`config.mk`:
```
export PLATFORM = sky130hd
export DESIGN_NAME = uart_rx_fifo
export DESIGN_NICKNAME = d
export VERILOG_FILES = /design/src/rtl/uart_pkg.sv /design/src/rtl/uart_sync_fifo.sv /design/src/rtl/uart_rx_fifo.sv
export SDC_FILE = /design/constraint.sdc
export NUM_CORES = 1
export LEC_CHECK = 0
export CAP_MARGIN = 15
export CORE_UTILIZATION = 50
export DETAILED_ROUTE_END_ITERATION = 10
export PLACE_DENSITY = 0.7
export SLEW_MARGIN = 30
export SYNTH_ARGS = -nofsm -noshare
export SYNTH_HDL_FRONTEND = slang
export SYNTH_HIERARCHICAL = 1
export SYNTH_SLANG_ARGS = --single-unit
```
`constraint.sdc`:
```
create_clock -name clk -period 6.3 [get_ports clk]
set_clock_uncertainty 0.15 [all_clocks]
set_input_delay 0.945 -clock clk [delete_from_list [all_inputs] [get_ports clk]]
set_output_delay 0.945 -clock clk [all_outputs]
set_load 0.01 [all_outputs]
```
`src/rtl/uart_pkg.sv`:
```
// -----------------------------------------------------------------------------
// Module   : uart_pkg
// Brief    : Shared constants and helpers for the UART receive/transmit blocks.
// Revision : 1.0 - initial release
// -----------------------------------------------------------------------------
`default_nettype none

package uart_pkg;

    localparam int UART_DATA_W     = 8;
    localparam int UART_FRAME_BITS = 10;
    localparam int UART_TO_CHARS   = 4;
    localparam int UART_TO_BITS    = UART_TO_CHARS * UART_FRAME_BITS;

    // A zero divider would stall the bit clock forever, so it behaves as 1.
    function automatic logic [15:0] eff_div(input logic [15:0] div);
        return (div == 16'd0) ? 16'd1 : div;
    endfunction

endpackage

`default_nettype wire

```
`src/rtl/uart_sync_fifo.sv`:
```
// -----------------------------------------------------------------------------
// Module   : uart_sync_fifo
// Brief    : Single-clock first-word-fall-through FIFO with occupancy output.
// Revision : 1.0 - initial release
// -----------------------------------------------------------------------------
`default_nettype none

module uart_sync_fifo
    import uart_pkg::*;
#(
    parameter int DEPTH = 16,
    parameter int DW    = UART_DATA_W
) (
    input  logic                    clk,
    input  logic                    rst,
    input  logic                    flush,
    input  logic                    wr_en,
    input  logic [DW-1:0]           wr_data,
    input  logic                    rd_en,
    output logic [DW-1:0]           rd_data,
    output logic [$clog2(DEPTH):0]  level,
    output logic                    full,
    output logic                    empty
);

    localparam int AW = $clog2(DEPTH);
    localparam logic [AW:0] c_ptr_one = (AW+1)'(1);

    logic [DW-1:0] r_mem [DEPTH];
    logic [AW:0]   r_wptr;
    logic [AW:0]   r_rptr;

    always_ff @(posedge clk or posedge rst) begin
        if (rst) begin
            r_wptr <= '0;
            r_rptr <= '0;
        end else if (flush) begin
            r_wptr <= '0;
            r_rptr <= '0;
        end else begin
            if (wr_en) r_wptr <= r_wptr + c_ptr_one;
            if (rd_en) r_rptr <= r_rptr + c_ptr_one;
        end
    end

    // Storage is deliberately left without reset; head is meaningless while empty.
    always_ff @(posedge clk) begin
        if (wr_en) r_mem[r_wptr[AW-1:0]] <= wr_data;
    end

    assign rd_data = r_mem[r_rptr[AW-1:0]];
    assign level   = r_wptr - r_rptr;
    assign empty   = (r_wptr == r_rptr);
    assign full    = (r_wptr[AW] != r_rptr[AW]) && (r_wptr[AW-1:0] == r_rptr[AW-1:0]);

endmodule

`default_nettype wire

```
`src/rtl/uart_rx_fifo.sv`:
```
// -----------------------------------------------------------------------------
// Module   : uart_rx_fifo
// Brief    : UART receive buffer with overrun flag, level and idle-timeout interrupts.
// Revision : 1.0 - initial release
// -----------------------------------------------------------------------------
`default_nettype none

module uart_rx_fifo
    import uart_pkg::*;
#(
    parameter int DEPTH   = 16,
    parameter int TO_BITS = UART_TO_BITS
) (
    input  logic                    clk,
    input  logic                    rst,
    input  logic [15:0]             cfg_div,
    input  logic [$clog2(DEPTH):0]  cfg_thresh,
    input  logic                    cfg_flush,
    input  logic                    clr_ovr,
    input  logic                    rx_valid,
    input  logic [UART_DATA_W-1:0]  rx_data,
    input  logic                    rd_en,
    output logic [UART_DATA_W-1:0]  rd_data,
    output logic                    empty,
    output logic                    full,
    output logic [$clog2(DEPTH):0]  level,
    output logic                    overrun,
    output logic                    irq_thresh,
    output logic                    irq_timeout
);

    localparam int BW = $clog2(TO_BITS + 1);
    localparam logic [BW-1:0] c_to_bits = BW'(TO_BITS);
    localparam logic [BW-1:0] c_bit_one = BW'(1);

    logic          w_push;
    logic          w_pop;
    logic          w_tick;
    logic          w_tclr;
    logic [15:0]   w_div_eff;
    logic [15:0]   r_pre;
    logic [BW-1:0] r_bits;
    logic          r_overrun;
    logic          r_irq_to;

    // A full FIFO can still accept a byte when the head leaves in the same cycle.
    assign w_pop  = rd_en & ~empty & ~cfg_flush;
    assign w_push = rx_valid & (~full | w_pop) & ~cfg_flush;

    uart_sync_fifo #(
        .DEPTH (DEPTH),
        .DW    (UART_DATA_W)
    ) u_fifo (
        .clk     (clk),
        .rst     (rst),
        .flush   (cfg_flush),
        .wr_en   (w_push),
        .wr_data (rx_data),
        .rd_en   (w_pop),
        .rd_data (rd_data),
        .level   (level),
        .full    (full),
        .empty   (empty)
    );

    always_ff @(posedge clk or posedge rst) begin
        if (rst) begin
            r_overrun <= 1'b0;
        end else if (rx_valid & full & ~w_pop & ~cfg_flush) begin
            r_overrun <= 1'b1;
        end else if (clr_ovr) begin
            r_overrun <= 1'b0;
        end
    end

    assign w_div_eff = eff_div(cfg_div);
    assign w_tick    = (r_pre >= (w_div_eff - 16'd1));
    assign w_tclr    = w_push | w_pop | cfg_flush | empty;

    always_ff @(posedge clk or posedge rst) begin
        if (rst) begin
            r_pre  <= '0;
            r_bits <= '0;
        end else if (w_tclr) begin
            r_pre  <= '0;
            r_bits <= '0;
        end else if (w_tick) begin
            r_pre  <= '0;
            if (r_bits != c_to_bits) r_bits <= r_bits + c_bit_one;
        end else begin
            r_pre  <= r_pre + 16'd1;
        end
    end

    always_ff @(posedge clk or posedge rst) begin
        if (rst) begin
            r_irq_to <= 1'b0;
        end else if (w_push | w_pop | cfg_flush) begin
            r_irq_to <= 1'b0;
        end else if ((r_bits == c_to_bits) && !empty) begin
            r_irq_to <= 1'b1;
        end
    end

    assign overrun     = r_overrun;
    assign irq_timeout = r_irq_to;
    assign irq_thresh  = (cfg_thresh != '0) && (level >= cfg_thresh);

endmodule

`default_nettype wire

```
==> flow_summary.json <==
{
  "powerDensity_mw_per_mm2": 261,
  "clk_latency_ns": 0.42,
  "worst_slack_ns": 0.766,
  "power.leakage_nw": 3.21,
  "n_antenna_cell": 0,
  "crit_arrival_ns": 5.68,
  "syn2layout_area_growth_pct": 16.5,
  "yosysUniqueCellTypes": 55,
  "synth_seq_area_share_pct": 61.5,
  "critPathMaxFanout": 5,
  "root_buffer": "clkbuf_16",
  "yosys_warnings": 6,
  "h-tree-depth": 4,
  "drive_gt1_share_pct": 9.81,
  "final_net_count": 648,
  "r2r-start": "u_fifo/r_rptr[1]$_DFFE_PP0P_",
  "worstPathCellList": "clkdlybuf4s50_1 > or3_4 > or3_4 > or4_4 > or3_4 > nor2_2 > nor2_1 > ha_1 > nand2_1 > nor2_1 > xnor2_1 > ha_1 > and4_1 > nand4_1 > or4_1 > a31oi_1 > nand3_1 > mux2_2",
  "worstSetupPathType": "in -> reg",
  "antenna_left": 0,
  "power.switching_mw": 0.519,
  "design_power_total_mw": 2.32,
  "wl_per_cell_um": 19.1,
  "num_rows": 44,
  "grt_first_pass_wirelength_mm": 23.4,
  "grt_pass1_vias": 4446,
  "hold_buffers": 0,
  "routabilityCongestion": 0.848,
  "vdd.ir_drop.worst_mv": 0.162,
  "port_buffers": 52,
  "synth-seq-cells": 162,
  "overflow": 0,
  "async_flop_share_pct": 21.0,
  "die_x_um": 126,
  "die-area_mm2": 0.0158,
  "io_pins": 53,
  "syn_inst": 522,
  "cp-start-kind": "input port",
  "timing.hold.ws_ns": 0.387,
  "period_share_pct": 87.8,
  "cts-resized-gates": 0,
  "wirelength_mm": 14.8,
  "cts_buffer_depth": 2,
  "cts_made_buffers": 17,
  "viasPerCell": 5.75,
  "clockPowerShare_pct": 42.8,
  "slew_headroom_pct": 36.0,
  "n_fill_cell": 1056,
  "status": "finished, violations left",
  "fin_util_pct": 60.5,
  "coreArea_mm2": 0.0147,
  "clock.fmax_mhz": 181,
  "slew_violations": 0,
  "first_iter_violations": 312,
  "synth-edff-count": 128,
  "firstDrtPassIters": 8,
  "min_from": "overrun$_DFFE_PP0P_",
  "multi_input_area_mm2": 0.00276,
  "cts.clk_slew.worst_paths_ns": 0.06,
  "min_path_type": "reg -> reg",
  "cts.sinks": 162,
  "swShare_pct": 22.4,
  "synth.avg_cell_area_um2": 14.6,
  "cts_tree": "done",
  "setup_viol": 0,
  "synth_top_flop_cell": "edfxtp_1",
  "post-route-min-period_ns": 5.53,
  "p_int_mw": 1.80,
  "hold_violations": 0,
  "initial_utilization_pct": 51.9,
  "critPathLaunch": "cfg_div[6]",
  "drc": 3,
  "seqPwrFrac_pct": 50.2,
  "dr_total_vias": 4458,
  "gr-usage-all-layers_pct": 19.9,
  "timing.critical_path.mode_cell": "or3_4",
  "grt_max_degree": 45,
  "fin_setup_tns_ns": 0,
  "synth_area_mm2": 0.00763,
  "register_area_mm2": 0.00470,
  "dp_hpwl_mm": 10.1,
  "cp-end-kind": "register",
  "grt_setup_unrepaired": "false",
  "fp.dieH_um": 126,
  "power_frac_comb_pct": 7.0,
  "syn_nets": 592,
  "critPathSlowestCell": "or4_1",
  "antenna_found_initial": 0,
  "cap_violations": 0,
  "tightest_slew_ns": 0.956,
  "place_ws_ns": 0.380,
  "required_ns": 6.45,
  "cts_setup_buffers": 0,
  "violations": "design-rule violations",
  "cp_slowest_stage_delay_ns": 0.57
}
-- layout by cell type (no fill, tap or decap), drive strengths merged, types with 8 or more instances in the layout --
cell type / netlist / routed
nand2: 18 / 18
mux4: 24 / 24
a22oi: 9 / 9
ha: 34 / 34
xnor2: 23 / 23
dfrtp: 34 / 34
mux2i: 27 / 27
a32oi: 8 / 8
o21ai: 10 / 10
a21o: 9 / 9
a21oi: 8 / 8
edfxtp: 128 / 128
inv: 25 / 33
nand3: 13 / 13
nor3: 9 / 9
clkbuf: 7 / 18
clkdlybuf4s50: 0 / 52
xor2: 17 / 17
nor2: 62 / 62
-- critical path, delay by kind of cell --
| family | cells | cell delay (ns) |
|---|---|---|
| and+or+nand+nor | 12 | 3.09 |
| buffers and inverters | 1 | 0.47 |
| AOI/OAI and AO/OA | 1 | 0.26 |
| muxes | 1 | 0.28 |
| adders and majority gates | 2 | 0.50 |
| xor gates and xnor gates | 1 | 0.13 |
-- routing by layer --
layer / vias to the layer above / global-route usage (%) / wire [µm]
met1: 2219 / 26.3 / 6670
met4: 0 / 7.96 / 244
met3: 19 / 4.19 / 760
met2: 120 / 32.5 / 7090
met5: - / 0 / 0
li1: 2100 / - / -
-- state kept, by name, indices dropped and copies added (netlist names) --
name	count
u_fifo/r_mem	128
r_pre	16
r_bits	6
u_fifo/r_rptr	5
u_fifo/r_wptr	5
irq_timeout	1
overrun	1
-- synthesized netlist by cell type (all sizes together), types with 13 or more instances --
master	instances	area [µm²]
ha	34	425
nand3	13	65.1
inv	25	93.8
mux4	24	601
nor2	62	235
mux2i	27	270
xor2	17	149
edfxtp	128	3840
xnor2	23	201
nand2	18	67.6
dfrtp	34	851
-- logic make-up after synthesis --
| kind of cell | count (synthesis) | share of synthesized area (%) |
|---|---|---|
| AO/OA/AOI/OAI | 57 | 5.43 |
| buffers and inverters | 43 | 2.64 |
| XOR/XNOR | 40 | 4.59 |
| multiplexers | 52 | 11.6 |
| AND/OR/NAND/NOR | 133 | 8.43 |
| flip-flops | 162 | 61.5 |
| adder cells (fa/ha/maj) | 35 | 5.84 |
-- metrics by stage --
| step | instance area [µm²] | std cells |
|---|---|---|
| detailed placement | 8310 | 743 |
| global route | 8890 | 775 |
| finish | 8890 | 775 |
| floorplan | 7630 | 522 |
| global placement | 8290 | 743 |
| CTS | 8890 | 775 |
-- worst paths after layout --
| kind | to | slack, ns | depth (start not counted) |
|---|---|---|---|
| worst max-delay path | r_bits[5]$_DFFE_PP0P_ | 0.77 | 18 |
| worst min-delay path | overrun$_DFFE_PP0P_ | 0.39 | 2 |
| worst max register to register | u_fifo/r_wptr[4]$_DFFE_PP0P_ | 2.25 | 12 |
| worst min register to register | overrun$_DFFE_PP0P_ | 0.39 | 2 |
| max in group asynchronous | r_pre[13]$_DFF_PP0_ | 4.88 | 2 |
| min in group asynchronous | u_fifo/r_wptr[0]$_DFFE_PP0P_ | 0.73 | 2 |
-- power by group through the flow --
stage	combinational (mW)	clock (mW)	sequential [mW]
final	0.161	0.992	1.16
after global routing	0.176	1.05	1.16
after CTS	0.162	1.01	1.16
after detailed placement	0.161	0	1.19
after global placement	0.158	0	1.19
after floorplan	0.0865	0	1.19
-- final cells by class --
type                       instances  share of cell area, %
sequential                       162                   52.8
multi-input combinational        317                   31.0
timing repair buffer              54                   6.02
clock buffer                      18                   4.83
tap                              184                   2.59
clock inverter                    14                   1.63
inverter                          26                   1.10
Power figures use the tool's default switching activity.
